## src/rtl/load_store_queue_pkg.sv

```systemverilog
// ----------------------------------------------------------------------------
// load_store_queue_pkg
// Shared widths, RISC-V load/store funct3 codes, memory access size codes,
// the queue entry layout and the operand snoop helper used by the
// load/store queue.
// ----------------------------------------------------------------------------
package load_store_queue_pkg;

  localparam int DATA_WIDTH = 32;
  localparam int ROB_WIDTH  = 4;

  localparam logic [ROB_WIDTH-1:0]  ZERO_ROB  = '0;
  localparam logic [DATA_WIDTH-1:0] ZERO_DATA = '0;
  localparam logic TRUE  = 1'b1;
  localparam logic FALSE = 1'b0;

  // Defaults for the queue geometry; the top exposes them as parameters.
  localparam int LSQ_SIZE_DEFAULT  = 16;
  localparam int LSQ_WIDTH_DEFAULT = 4;

  localparam logic [2:0] LB  = 3'b000;
  localparam logic [2:0] LH  = 3'b001;
  localparam logic [2:0] LW  = 3'b010;
  localparam logic [2:0] LBU = 3'b100;
  localparam logic [2:0] LHU = 3'b101;
  localparam logic [2:0] SB  = 3'b000;
  localparam logic [2:0] SH  = 3'b001;
  localparam logic [2:0] SW  = 3'b010;

  localparam logic [1:0] MEM_SIZE_BYTE = 2'd0;
  localparam logic [1:0] MEM_SIZE_HALF = 2'd1;
  localparam logic [1:0] MEM_SIZE_WORD = 2'd2;

  typedef enum logic {ST_IDLE, ST_BUSY} lsq_state_e;

  // An operand is ready when its tag is ZERO_ROB; value is then meaningful.
  typedef struct packed {
    logic [ROB_WIDTH-1:0]  tag;
    logic [DATA_WIDTH-1:0] value;
  } operand_t;

  typedef struct packed {
    logic                  valid;
    logic                  is_store;
    logic [2:0]            funct3;
    logic [ROB_WIDTH-1:0]  rob_tag;
    logic [DATA_WIDTH-1:0] imm;
    operand_t              base;
    operand_t              data;
    logic                  committed;
  } lsq_entry_t;

  // Resolve a pending operand against both CDBs. The caller zeroes alu_tag
  // when the ALU CDB slot carries a load, so it never matches.
  function automatic operand_t snoop_operand(input operand_t              op,
                                             input logic [ROB_WIDTH-1:0]  alu_tag,
                                             input logic [DATA_WIDTH-1:0] alu_value,
                                             input logic [ROB_WIDTH-1:0]  ls_tag,
                                             input logic [DATA_WIDTH-1:0] ls_value);
    operand_t res;
    res = op;
    if (op.tag != ZERO_ROB) begin
      if (op.tag == alu_tag) begin
        res.tag   = ZERO_ROB;
        res.value = alu_value;
      end else if (op.tag == ls_tag) begin
        res.tag   = ZERO_ROB;
        res.value = ls_value;
      end
    end
    return res;
  endfunction

  // Clear the bytes above the access size so memory sees clean write data.
  function automatic logic [DATA_WIDTH-1:0] mask_store(input logic [DATA_WIDTH-1:0] d,
                                                       input logic [1:0]            size);
    case (size)
      MEM_SIZE_BYTE: return {24'b0, d[7:0]};
      MEM_SIZE_HALF: return {16'b0, d[15:0]};
      default:       return d;
    endcase
  endfunction

endpackage

```

## src/rtl/load_store_queue_if.sv

```systemverilog
// ----------------------------------------------------------------------------
// load_store_queue_if
// Memory-controller bus of the load/store queue.
//   out_mem_ena / out_mem_iswrite / out_mem_addr / out_mem_data / out_mem_size
//     request from the queue, held from issue until completion.
//   in_mem_ready : one-cycle completion pulse from memory.
//   in_mem_data  : raw, right-aligned load data.
// master = queue side, slave = memory controller side.
// ----------------------------------------------------------------------------
interface load_store_queue_if;
  import load_store_queue_pkg::*;

  logic                  out_mem_ena;
  logic                  out_mem_iswrite;
  logic [DATA_WIDTH-1:0] out_mem_addr;
  logic [DATA_WIDTH-1:0] out_mem_data;
  logic [1:0]            out_mem_size;
  logic                  in_mem_ready;
  logic [DATA_WIDTH-1:0] in_mem_data;

  modport master (
    output out_mem_ena, out_mem_iswrite, out_mem_addr, out_mem_data, out_mem_size,
    input  in_mem_ready, in_mem_data
  );

  modport slave (
    input  out_mem_ena, out_mem_iswrite, out_mem_addr, out_mem_data, out_mem_size,
    output in_mem_ready, in_mem_data
  );
endinterface

```

## src/rtl/load_store_queue_load_extend.sv

```systemverilog
// ----------------------------------------------------------------------------
// ls_load_extend
// Combinational load result formatter.
//   funct3 : load funct3 (LB/LH/LW/LBU/LHU)
//   raw    : right-aligned data from memory
//   value  : sign- or zero-extended 32-bit result
// ----------------------------------------------------------------------------
module ls_load_extend
  import load_store_queue_pkg::*;
(
  input  logic [2:0]            funct3,
  input  logic [DATA_WIDTH-1:0] raw,
  output logic [DATA_WIDTH-1:0] value
);

  always_comb begin
    case (funct3)
      LB:      value = {{24{raw[7]}}, raw[7:0]};
      LH:      value = {{16{raw[15]}}, raw[15:0]};
      LBU:     value = {24'b0, raw[7:0]};
      LHU:     value = {16'b0, raw[15:0]};
      default: value = raw;
    endcase
  end

endmodule

```

## src/rtl/load_store_queue.sv

```systemverilog
// ----------------------------------------------------------------------------
// load_store_queue
// In-order load/store queue. Entries are dispatched at the tail, resolve their
// base/store-data operands by snooping the ALU CDB and the LS CDB, and issue to
// memory from the head one at a time: loads as soon as their base is ready,
// stores only once also committed by the ROB. Load results are broadcast on
// the LS CDB for one cycle. A misbranch keeps only the committed-store prefix.
// Ports:
//   clk, rst (sync, active-high), ena (global hold when low)
//   in_assignment_ena .. in_data_value : dispatch of one entry
//   in_cdb_rob_tag / in_cdb_value / in_cdb_isload : ALU CDB snoop
//   in_committed_rob_tag : store commit from the ROB
//   in_misbranch : flush uncommitted entries
//   mem : memory-controller bus (master side)
//   out_ls_cdb_rob_tag / out_ls_cdb_value : load broadcast
//   out_lsq_ok : room for at least one more dispatch
// ----------------------------------------------------------------------------
module load_store_queue
  import load_store_queue_pkg::*;
#(
  parameter int LSQ_SIZE  = LSQ_SIZE_DEFAULT,
  parameter int LSQ_WIDTH = LSQ_WIDTH_DEFAULT
) (
  input  logic                  clk,
  input  logic                  rst,
  input  logic                  ena,
  input  logic                  in_assignment_ena,
  input  logic                  in_is_store,
  input  logic [2:0]            in_funct3,
  input  logic [ROB_WIDTH-1:0]  in_rob_tag,
  input  logic [DATA_WIDTH-1:0] in_imm,
  input  logic [ROB_WIDTH-1:0]  in_base_tag,
  input  logic [DATA_WIDTH-1:0] in_base_value,
  input  logic [ROB_WIDTH-1:0]  in_data_tag,
  input  logic [DATA_WIDTH-1:0] in_data_value,
  input  logic [ROB_WIDTH-1:0]  in_cdb_rob_tag,
  input  logic [DATA_WIDTH-1:0] in_cdb_value,
  input  logic                  in_cdb_isload,
  input  logic [ROB_WIDTH-1:0]  in_committed_rob_tag,
  input  logic                  in_misbranch,
  load_store_queue_if.master    mem,
  output logic [ROB_WIDTH-1:0]  out_ls_cdb_rob_tag,
  output logic [DATA_WIDTH-1:0] out_ls_cdb_value,
  output logic                  out_lsq_ok
);

  lsq_entry_t            q [LSQ_SIZE];
  logic [LSQ_WIDTH-1:0]  head, tail;
  logic [LSQ_WIDTH:0]    count;
  lsq_state_e            state, state_next;
  logic                  squash;      // in-flight load was flushed; mute its broadcast

  lsq_entry_t            head_e;
  lsq_entry_t            new_entry;
  logic                  head_ready, issue, pop, bcast, do_dispatch, busy_load;
  logic [ROB_WIDTH-1:0]  alu_tag;
  logic [LSQ_WIDTH:0]    n_committed, keep_n;
  logic [DATA_WIDTH-1:0] ext_value;

  assign head_e      = q[head];
  assign alu_tag     = in_cdb_isload ? ZERO_ROB : in_cdb_rob_tag;
  assign out_lsq_ok  = count < (LSQ_WIDTH+1)'(LSQ_SIZE - 1);
  assign do_dispatch = ena && in_assignment_ena && out_lsq_ok && !in_misbranch;
  assign busy_load   = (state == ST_BUSY) && !head_e.is_store;
  assign head_ready  = head_e.valid && (head_e.base.tag == ZERO_ROB) &&
                       (!head_e.is_store || (head_e.data.tag == ZERO_ROB && head_e.committed));

  // ---------------- FSM: state register ----------------
  // NOTE: every clocked process uses non-blocking assignments so all
  // registers update from the same pre-edge values.
  always_ff @(posedge clk) begin
    if (rst) state <= ST_IDLE;
    else     state <= state_next;
  end

  // ---------------- FSM: next state ----------------
  // NOTE: each combinational output gets a default before any branch,
  // otherwise an unassigned path infers a latch.
  always_comb begin
    state_next = state;
    case (state)
      ST_IDLE: if (ena && head_ready && !in_misbranch) state_next = ST_BUSY;
      ST_BUSY: if (ena && mem.in_mem_ready)            state_next = ST_IDLE;
      default: state_next = ST_IDLE;
    endcase
  end

  // ---------------- FSM: outputs ----------------
  always_comb begin
    issue = (state == ST_IDLE) && (state_next == ST_BUSY);
    pop   = (state == ST_BUSY) && (state_next == ST_IDLE);
    bcast = pop && !head_e.is_store && !squash && !in_misbranch;
  end

  // Committed stores form a prefix from head, so counting them gives the
  // length of the region that survives a misbranch. An in-flight load also
  // stays until memory completes, so its slot is retired by the normal pop.
  always_comb begin
    n_committed = '0;
    for (int i = 0; i < LSQ_SIZE; i++)
      if (q[i].valid && q[i].committed) n_committed = n_committed + 1'b1;
    keep_n = n_committed + (LSQ_WIDTH+1)'(busy_load);
  end

  // Dispatch sees the same-cycle CDBs so a value broadcast now is not missed.
  always_comb begin
    new_entry           = '0;
    new_entry.valid     = TRUE;
    new_entry.is_store  = in_is_store;
    new_entry.funct3    = in_funct3;
    new_entry.rob_tag   = in_rob_tag;
    new_entry.imm       = in_imm;
    new_entry.base      = snoop_operand('{tag: in_base_tag, value: in_base_value}, alu_tag,
                                        in_cdb_value, out_ls_cdb_rob_tag, out_ls_cdb_value);
    new_entry.data      = snoop_operand('{tag: in_data_tag, value: in_data_value}, alu_tag,
                                        in_cdb_value, out_ls_cdb_rob_tag, out_ls_cdb_value);
    new_entry.committed = FALSE;
  end

  // ---------------- entry storage ----------------
  always_ff @(posedge clk) begin
    if (rst) begin
      // NOTE: only the control bits are reset; payload fields are ignored
      // while an entry is invalid, so the storage needs no reset.
      for (int i = 0; i < LSQ_SIZE; i++) begin
        q[i].valid     <= FALSE;
        q[i].committed <= FALSE;
      end
    end else if (ena) begin
      for (int i = 0; i < LSQ_SIZE; i++) begin
        if (q[i].valid) begin
          q[i].base <= snoop_operand(q[i].base, alu_tag, in_cdb_value,
                                     out_ls_cdb_rob_tag, out_ls_cdb_value);
          q[i].data <= snoop_operand(q[i].data, alu_tag, in_cdb_value,
                                     out_ls_cdb_rob_tag, out_ls_cdb_value);
          if (in_committed_rob_tag != ZERO_ROB && q[i].rob_tag == in_committed_rob_tag)
            q[i].committed <= TRUE;
          if (in_misbranch && !q[i].committed && !(busy_load && LSQ_WIDTH'(i) == head))
            q[i].valid <= FALSE;
        end
      end
      if (pop)         q[head].valid <= FALSE;
      if (do_dispatch) q[tail]       <= new_entry;
    end
  end

  // ---------------- pointers and occupancy ----------------
  always_ff @(posedge clk) begin
    if (rst) begin
      head   <= '0;
      tail   <= '0;
      count  <= '0;
      squash <= FALSE;
    end else if (ena) begin
      if (pop) head <= head + 1'b1;
      if (in_misbranch) begin
        // Tail is rebuilt from the pre-pop head: a popping entry is part of keep_n.
        tail  <= head + keep_n[LSQ_WIDTH-1:0];
        count <= keep_n - (LSQ_WIDTH+1)'(pop);
      end else begin
        if (do_dispatch) tail <= tail + 1'b1;
        count <= count + (LSQ_WIDTH+1)'(do_dispatch) - (LSQ_WIDTH+1)'(pop);
      end
      if (pop)                         squash <= FALSE;
      else if (in_misbranch && busy_load) squash <= TRUE;
    end
  end

  // ---------------- memory request ----------------
  always_ff @(posedge clk) begin
    if (rst) begin
      mem.out_mem_ena     <= FALSE;
      mem.out_mem_iswrite <= FALSE;
      mem.out_mem_addr    <= ZERO_DATA;
      mem.out_mem_data    <= ZERO_DATA;
      mem.out_mem_size    <= MEM_SIZE_BYTE;
    end else if (ena) begin
      if (issue) begin
        mem.out_mem_ena     <= TRUE;
        mem.out_mem_iswrite <= head_e.is_store;
        mem.out_mem_addr    <= head_e.base.value + head_e.imm;
        mem.out_mem_data    <= mask_store(head_e.data.value, head_e.funct3[1:0]);
        mem.out_mem_size    <= head_e.funct3[1:0];
      end else if (pop) begin
        mem.out_mem_ena     <= FALSE;
      end
    end
  end

  // ---------------- load broadcast ----------------
  ls_load_extend u_load_extend (
    .funct3 (head_e.funct3),
    .raw    (mem.in_mem_data),
    .value  (ext_value)
  );

  always_ff @(posedge clk) begin
    if (rst) begin
      out_ls_cdb_rob_tag <= ZERO_ROB;
      out_ls_cdb_value   <= ZERO_DATA;
    end else if (ena) begin
      if (bcast) begin
        out_ls_cdb_rob_tag <= head_e.rob_tag;
        out_ls_cdb_value   <= ext_value;
      end else begin
        out_ls_cdb_rob_tag <= ZERO_ROB;
        out_ls_cdb_value   <= ZERO_DATA;
      end
    end
  end

endmodule

```

## src/flat_wrapper.sv

```systemverilog
// flat-port wrapper written by rule: the top's interface ports become plain ports
module load_store_queue_flat import load_store_queue_pkg::*;
#(
  parameter int LSQ_SIZE  = LSQ_SIZE_DEFAULT,
  parameter int LSQ_WIDTH = LSQ_WIDTH_DEFAULT
)
  (clk, rst, ena, in_assignment_ena, in_is_store, in_funct3, in_rob_tag, in_imm, in_base_tag, in_base_value, in_data_tag, in_data_value, in_cdb_rob_tag, in_cdb_value, in_cdb_isload, in_committed_rob_tag, in_misbranch, out_ls_cdb_rob_tag, out_ls_cdb_value, out_lsq_ok, mem_out_mem_ena, mem_out_mem_iswrite, mem_out_mem_addr, mem_out_mem_data, mem_out_mem_size, mem_in_mem_ready, mem_in_mem_data);
  load_store_queue_if mem_i ();
  input  logic clk;
  input  logic rst;
  input  logic ena;
  input  logic in_assignment_ena;
  input  logic in_is_store;
  input  logic [2:0] in_funct3;
  input  logic [ROB_WIDTH-1:0] in_rob_tag;
  input  logic [DATA_WIDTH-1:0] in_imm;
  input  logic [ROB_WIDTH-1:0] in_base_tag;
  input  logic [DATA_WIDTH-1:0] in_base_value;
  input  logic [ROB_WIDTH-1:0] in_data_tag;
  input  logic [DATA_WIDTH-1:0] in_data_value;
  input  logic [ROB_WIDTH-1:0] in_cdb_rob_tag;
  input  logic [DATA_WIDTH-1:0] in_cdb_value;
  input  logic in_cdb_isload;
  input  logic [ROB_WIDTH-1:0] in_committed_rob_tag;
  input  logic in_misbranch;
  output logic [ROB_WIDTH-1:0] out_ls_cdb_rob_tag;
  output logic [DATA_WIDTH-1:0] out_ls_cdb_value;
  output logic out_lsq_ok;
  output wire logic [$bits(mem_i.out_mem_ena)-1:0] mem_out_mem_ena;
  output wire logic [$bits(mem_i.out_mem_iswrite)-1:0] mem_out_mem_iswrite;
  output wire logic [$bits(mem_i.out_mem_addr)-1:0] mem_out_mem_addr;
  output wire logic [$bits(mem_i.out_mem_data)-1:0] mem_out_mem_data;
  output wire logic [$bits(mem_i.out_mem_size)-1:0] mem_out_mem_size;
  input wire logic [$bits(mem_i.in_mem_ready)-1:0] mem_in_mem_ready;
  input wire logic [$bits(mem_i.in_mem_data)-1:0] mem_in_mem_data;
  assign mem_out_mem_ena = mem_i.out_mem_ena;
  assign mem_out_mem_iswrite = mem_i.out_mem_iswrite;
  assign mem_out_mem_addr = mem_i.out_mem_addr;
  assign mem_out_mem_data = mem_i.out_mem_data;
  assign mem_out_mem_size = mem_i.out_mem_size;
  assign mem_i.in_mem_ready = mem_in_mem_ready;
  assign mem_i.in_mem_data = mem_in_mem_data;
  load_store_queue #(.LSQ_SIZE(LSQ_SIZE), .LSQ_WIDTH(LSQ_WIDTH)) u_core (.clk(clk), .rst(rst), .ena(ena), .in_assignment_ena(in_assignment_ena), .in_is_store(in_is_store), .in_funct3(in_funct3), .in_rob_tag(in_rob_tag), .in_imm(in_imm), .in_base_tag(in_base_tag), .in_base_value(in_base_value), .in_data_tag(in_data_tag), .in_data_value(in_data_value), .in_cdb_rob_tag(in_cdb_rob_tag), .in_cdb_value(in_cdb_value), .in_cdb_isload(in_cdb_isload), .in_committed_rob_tag(in_committed_rob_tag), .in_misbranch(in_misbranch), .mem(mem_i), .out_ls_cdb_rob_tag(out_ls_cdb_rob_tag), .out_ls_cdb_value(out_ls_cdb_value), .out_lsq_ok(out_lsq_ok));
endmodule
```

## config.mk

```make
export PLATFORM = sky130hd
export DESIGN_NAME = load_store_queue_flat
export DESIGN_NICKNAME = d
export VERILOG_FILES = /design/src/rtl/load_store_queue_pkg.sv /design/src/rtl/load_store_queue_if.sv /design/src/rtl/load_store_queue_load_extend.sv /design/src/rtl/load_store_queue.sv /design/src/flat_wrapper.sv
export SDC_FILE = /design/constraint.sdc
export NUM_CORES = 2
export LEC_CHECK = 0
export ABC_AREA = 1
export CAP_MARGIN = 20
export CORE_MARGIN = 5
export CORE_UTILIZATION = 35
export CTS_CLUSTER_SIZE = 30
export DETAILED_ROUTE_END_ITERATION = 8
export PLACE_DENSITY = 0.5
export SLEW_MARGIN = 10
export SYNTH_ARGS = -nofsm -noshare
export SYNTH_HDL_FRONTEND = slang
export SYNTH_SLANG_ARGS = --single-unit
```

## constraint.sdc

```tcl
create_clock -name clk -period 13.8 [get_ports clk]
set_input_delay 2.07 -clock clk [delete_from_list [all_inputs] [get_ports clk]]
set_output_delay 2.07 -clock clk [all_outputs]
set_load 0.01 [all_outputs]
```

==> key figures <==
Pwr
  • LEAKAGE: about 0.046 uW
  • Worst vdd ir: approximately 0.11 mV
  • Total power: 13500 uW
  • Total power per unit cell area: ~110 nW/um^2

Clocking
  • Clock-pin slew on the worst setup and hold paths: ~0.06 ns
  • Clock Sinks: 1947
  • Postcts setup bufs: 0
  • CTS tree: done
  • H-tree depth: 4
  • Cts hold-fix bufs: 0
  • Worst-case clock buffer depth: 4
  • Root buf cell: clkbuf_16
  • Clock latency on the worst-skew pair: approximately 0.98 ns
  • Total CTS buffers: between 200 and 250
  • PostCTS Resize Cnt: 0

Logic synthesis
  • Yosys warning total: 0
  • Syn Nets: 12900
  • Async S/R FF share, synth: 0%
  • Yosys top cell area share: 49.7%
  • Top cells by area, synth: edfxtp_1, o21ai_0, nand2_1
  • Avg Inst Size Synth: 8.57 um^2
  • Commonest cells in the netlist: o21ai_0, nand2_1, edfxtp_1, nor2_1, clkbuf_1
  • Main synth FF type: edfxtp_1
  • Post-synth EDFFs: approximately 1800
  • Area leader, netlist: edfxtp_1
  • Post-Syn Instances: 12600
  • Post-synthesis cell type count: 57
  • Most frequent cell after synthesis: o21ai_0
  • Post-synthesis sequential area ratio: a little over half
  • Synthesized area: 108000 um^2
  • #FFs+latches synth: 1947

Critical path
  • Endpoint type of the worst setup path: flip-flop
  • Req. time, crit path: between 10 and 15 ns
  • Max incr delay on CP: 0.40 ns
  • Most frequent CP cell: nand2_1
  • Setup CP Type: reg -> reg
  • Critical Path Fanout Max: 4
  • Worst Setup Start Kind: flip-flop
  • Critical-path top delay cell: dfxtp_1
  • WP data arrival: approximately 9.7 ns

Global routing
  • Vias in the first global route: between 90000 and 100k
  • First-pass GRT wire length: 706000 um
  • Initial antenna violation count: 40
  • Overflow left after global routing: 0
  • Largest net degree at the start of global routing: 186
  • Tot GR Track Use: 29.8%

Place
  • IO Port Bufs: 295
  • Hpwl dp: ~290000 um
  • Placer's final routability congestion estimate: 0.868
  • Worst slack, placed: 4.91 ns
  • Placed insts: between 15000 and 20000

Finish
  • Nets: around 12000
  • Post-synthesis to final-layout area growth: 13.1%
  • Filler-free cell count of the finished design: 16500
  • Layout cells sized above 1: around 7%

Routing
  • DRT Wirelength: 502000 um
  • DR DRC count: 0
  • DRT iter0 DRCs: ~14000
  • DRT antenna net count: 0
  • Vias per cell: 6.11
  • WL per Instance: 30.3 um
  • Total number of vias: roughly 100k
  • First-pass DRT Iterations: 8

Die
  • Chip height: ~570 um
  • Io pins: 296
  • Initial core utilization: a little over a third
  • Die X-Extent: 566 um
  • Die area: between 300000 and 400000 um^2
  • Core region area: just over 300000 um^2
  • FP Rows: ~200

Timing
  • Post-route setup slack: ~4.9 ns
  • RSZ-0062 raised after global routing: false
  • Worst Skew: between 0.09 and 0.1 ns
  • Fmax achieved: 0.112 GHz
  • Setup TNS: 0 ns
  • Worst rel slew slack: between 10% and 20%
  • # setup viols final: 0
  • Worst Max-Slew Pin Slew: roughly 1.3 ns
  • Final Hold Vio Count: 0
  • Ratio of final minimum period to clock period: 64.8%
  • Final Slew Violations: 0
  • Tmin final: 8.95 ns
  • Hold Slack: 0.462 ns

Run status
  • Status: completed

Hold path
  • Hold Crit Class: reg -> reg

Job
  • Max Cap Violations: 0
final timing paths:
path / start / end / slack [ns] / cells after the start
setup reg to reg: u_core.q[0][0]$_SDFFE_PP0P_ / u_core.tail[3]$_SDFFE_PP0P_ / 4.85 / 59
hold reg to reg: u_core.mem.out_mem_data[8]$_SDFFE_PP0P_ / u_core.mem.out_mem_data[8]$_SDFFE_PP0P_ / 0.46 / 2
hold / removal: u_core.mem.out_mem_data[8]$_SDFFE_PP0P_ / u_core.mem.out_mem_data[8]$_SDFFE_PP0P_ / 0.46 / 2
setup / recovery: u_core.q[0][0]$_SDFFE_PP0P_ / u_core.tail[3]$_SDFFE_PP0P_ / 4.85 / 59
worst max-delay path: cells and delay by family, from the launching register on:
| kind | cells | cell delay [ns] |
|---|---|---|
| simple gates | 40 | 5.17 |
| fa+ha+maj | 8 | 2.18 |
| buf+inv | 7 | 0.41 |
| flops | 1 | 0.40 |
| compound gates | 2 | 0.36 |
| xor+xnor | 2 | 0.32 |
power by group:
group | total (uW) | internal [uW] | switching (uW) | leakage, uW
combinational | 977 | 249 | 728 | 0.0239
sequential | 6400 | 6390 | 5.78 | 0.0190
clock | 6090 | 3450 | 2640 | 0.00355
total | 13500 | 10100 | 3370 | 0.0464
sequential cells by signal, indices dropped and copies added (netlist names), 2 cells and up, named ones only:
name                       count
u_core.head                    4
u_core.tail                    4
u_core.out_ls_cdb_rob_tag      4
u_core.out_ls_cdb_value       32
u_core.mem.out_mem_size        2
u_core.mem.out_mem_data       32
u_core.count                   5
u_core.mem.out_mem_addr       32
u_core.q                    1824
cell type report:
cell class / instances / area (um^2)
clock buffers: 325 / 6290
well taps: 4120 / 5150
diodes: 15 / 37.5
flip-flops and latches: 1947 / 56900
multi-input cells: 8904 / 45300
clock inverters: 88 / 980
fillers: 30800 / 186000
repair buffers: 634 / 5690
inverters: 505 / 1990
kinds of logic (layout without fill, tap and decap cells):
| logic type | after synthesis | in the layout | share of synthesized area [%] |
|---|---|---|---|
| xor gates and xnor gates | 312 | 312 | 2.52 |
| DFF | 1947 | 1947 | 52.6 |
| buffers and inverters | 1778 | 1552 | 6.17 |
| other | 0 | 15 | 0 |
| AOI/OAI and AO/OA | 3965 | 3965 | 20.9 |
| and+or+nand+nor | 4556 | 4556 | 17.0 |
| adders and majority gates | 71 | 71 | 0.841 |
metrics by stage:
stage / cell area, um^2 / utilization (%)
global placement: 115000 / 37.3
floorplan: 108000 / -
CTS: 122000 / 39.6
global route: 122000 / 39.7
detailed placement: 115000 / 37.3
finish: 122000 / 39.7
routing by layer:
layer  vias to the layer above  share of wire, %  global-route usage (%)
met2                      6517                44                    46.9
met1                     49500                39                    39.6
met3                      1233                11                    5.42
met4                         6               5.7                    14.8
li1                      43700                 -                       -
met5                         -            0.0078                       0
layout by cell type (no fill, tap or decap), drive strengths merged, types with 5 or more instances in the layout:
master and count:
dfxtp 155, o32ai 7, nor4 35, clkbuf 326
nor2 1693, xor2 176, xnor2 136, o21ai 2598
and2 5, o211ai 301, inv 505, o41ai 9
clkinv 73, a21oi 274, diode 15, or4 11
buf 339, edfxtp 1792, a32oi 15, or2 11
ha 68, bufinv 15, o22ai 358, nand3 536
nand4 38, clkdlybuf4s50 294, o311ai 18, a221oi 53
nand2 2207, o221ai 257, nor3 17, o31ai 20
a31oi 13
Note: power is estimated with default switching activity, not from simulation.
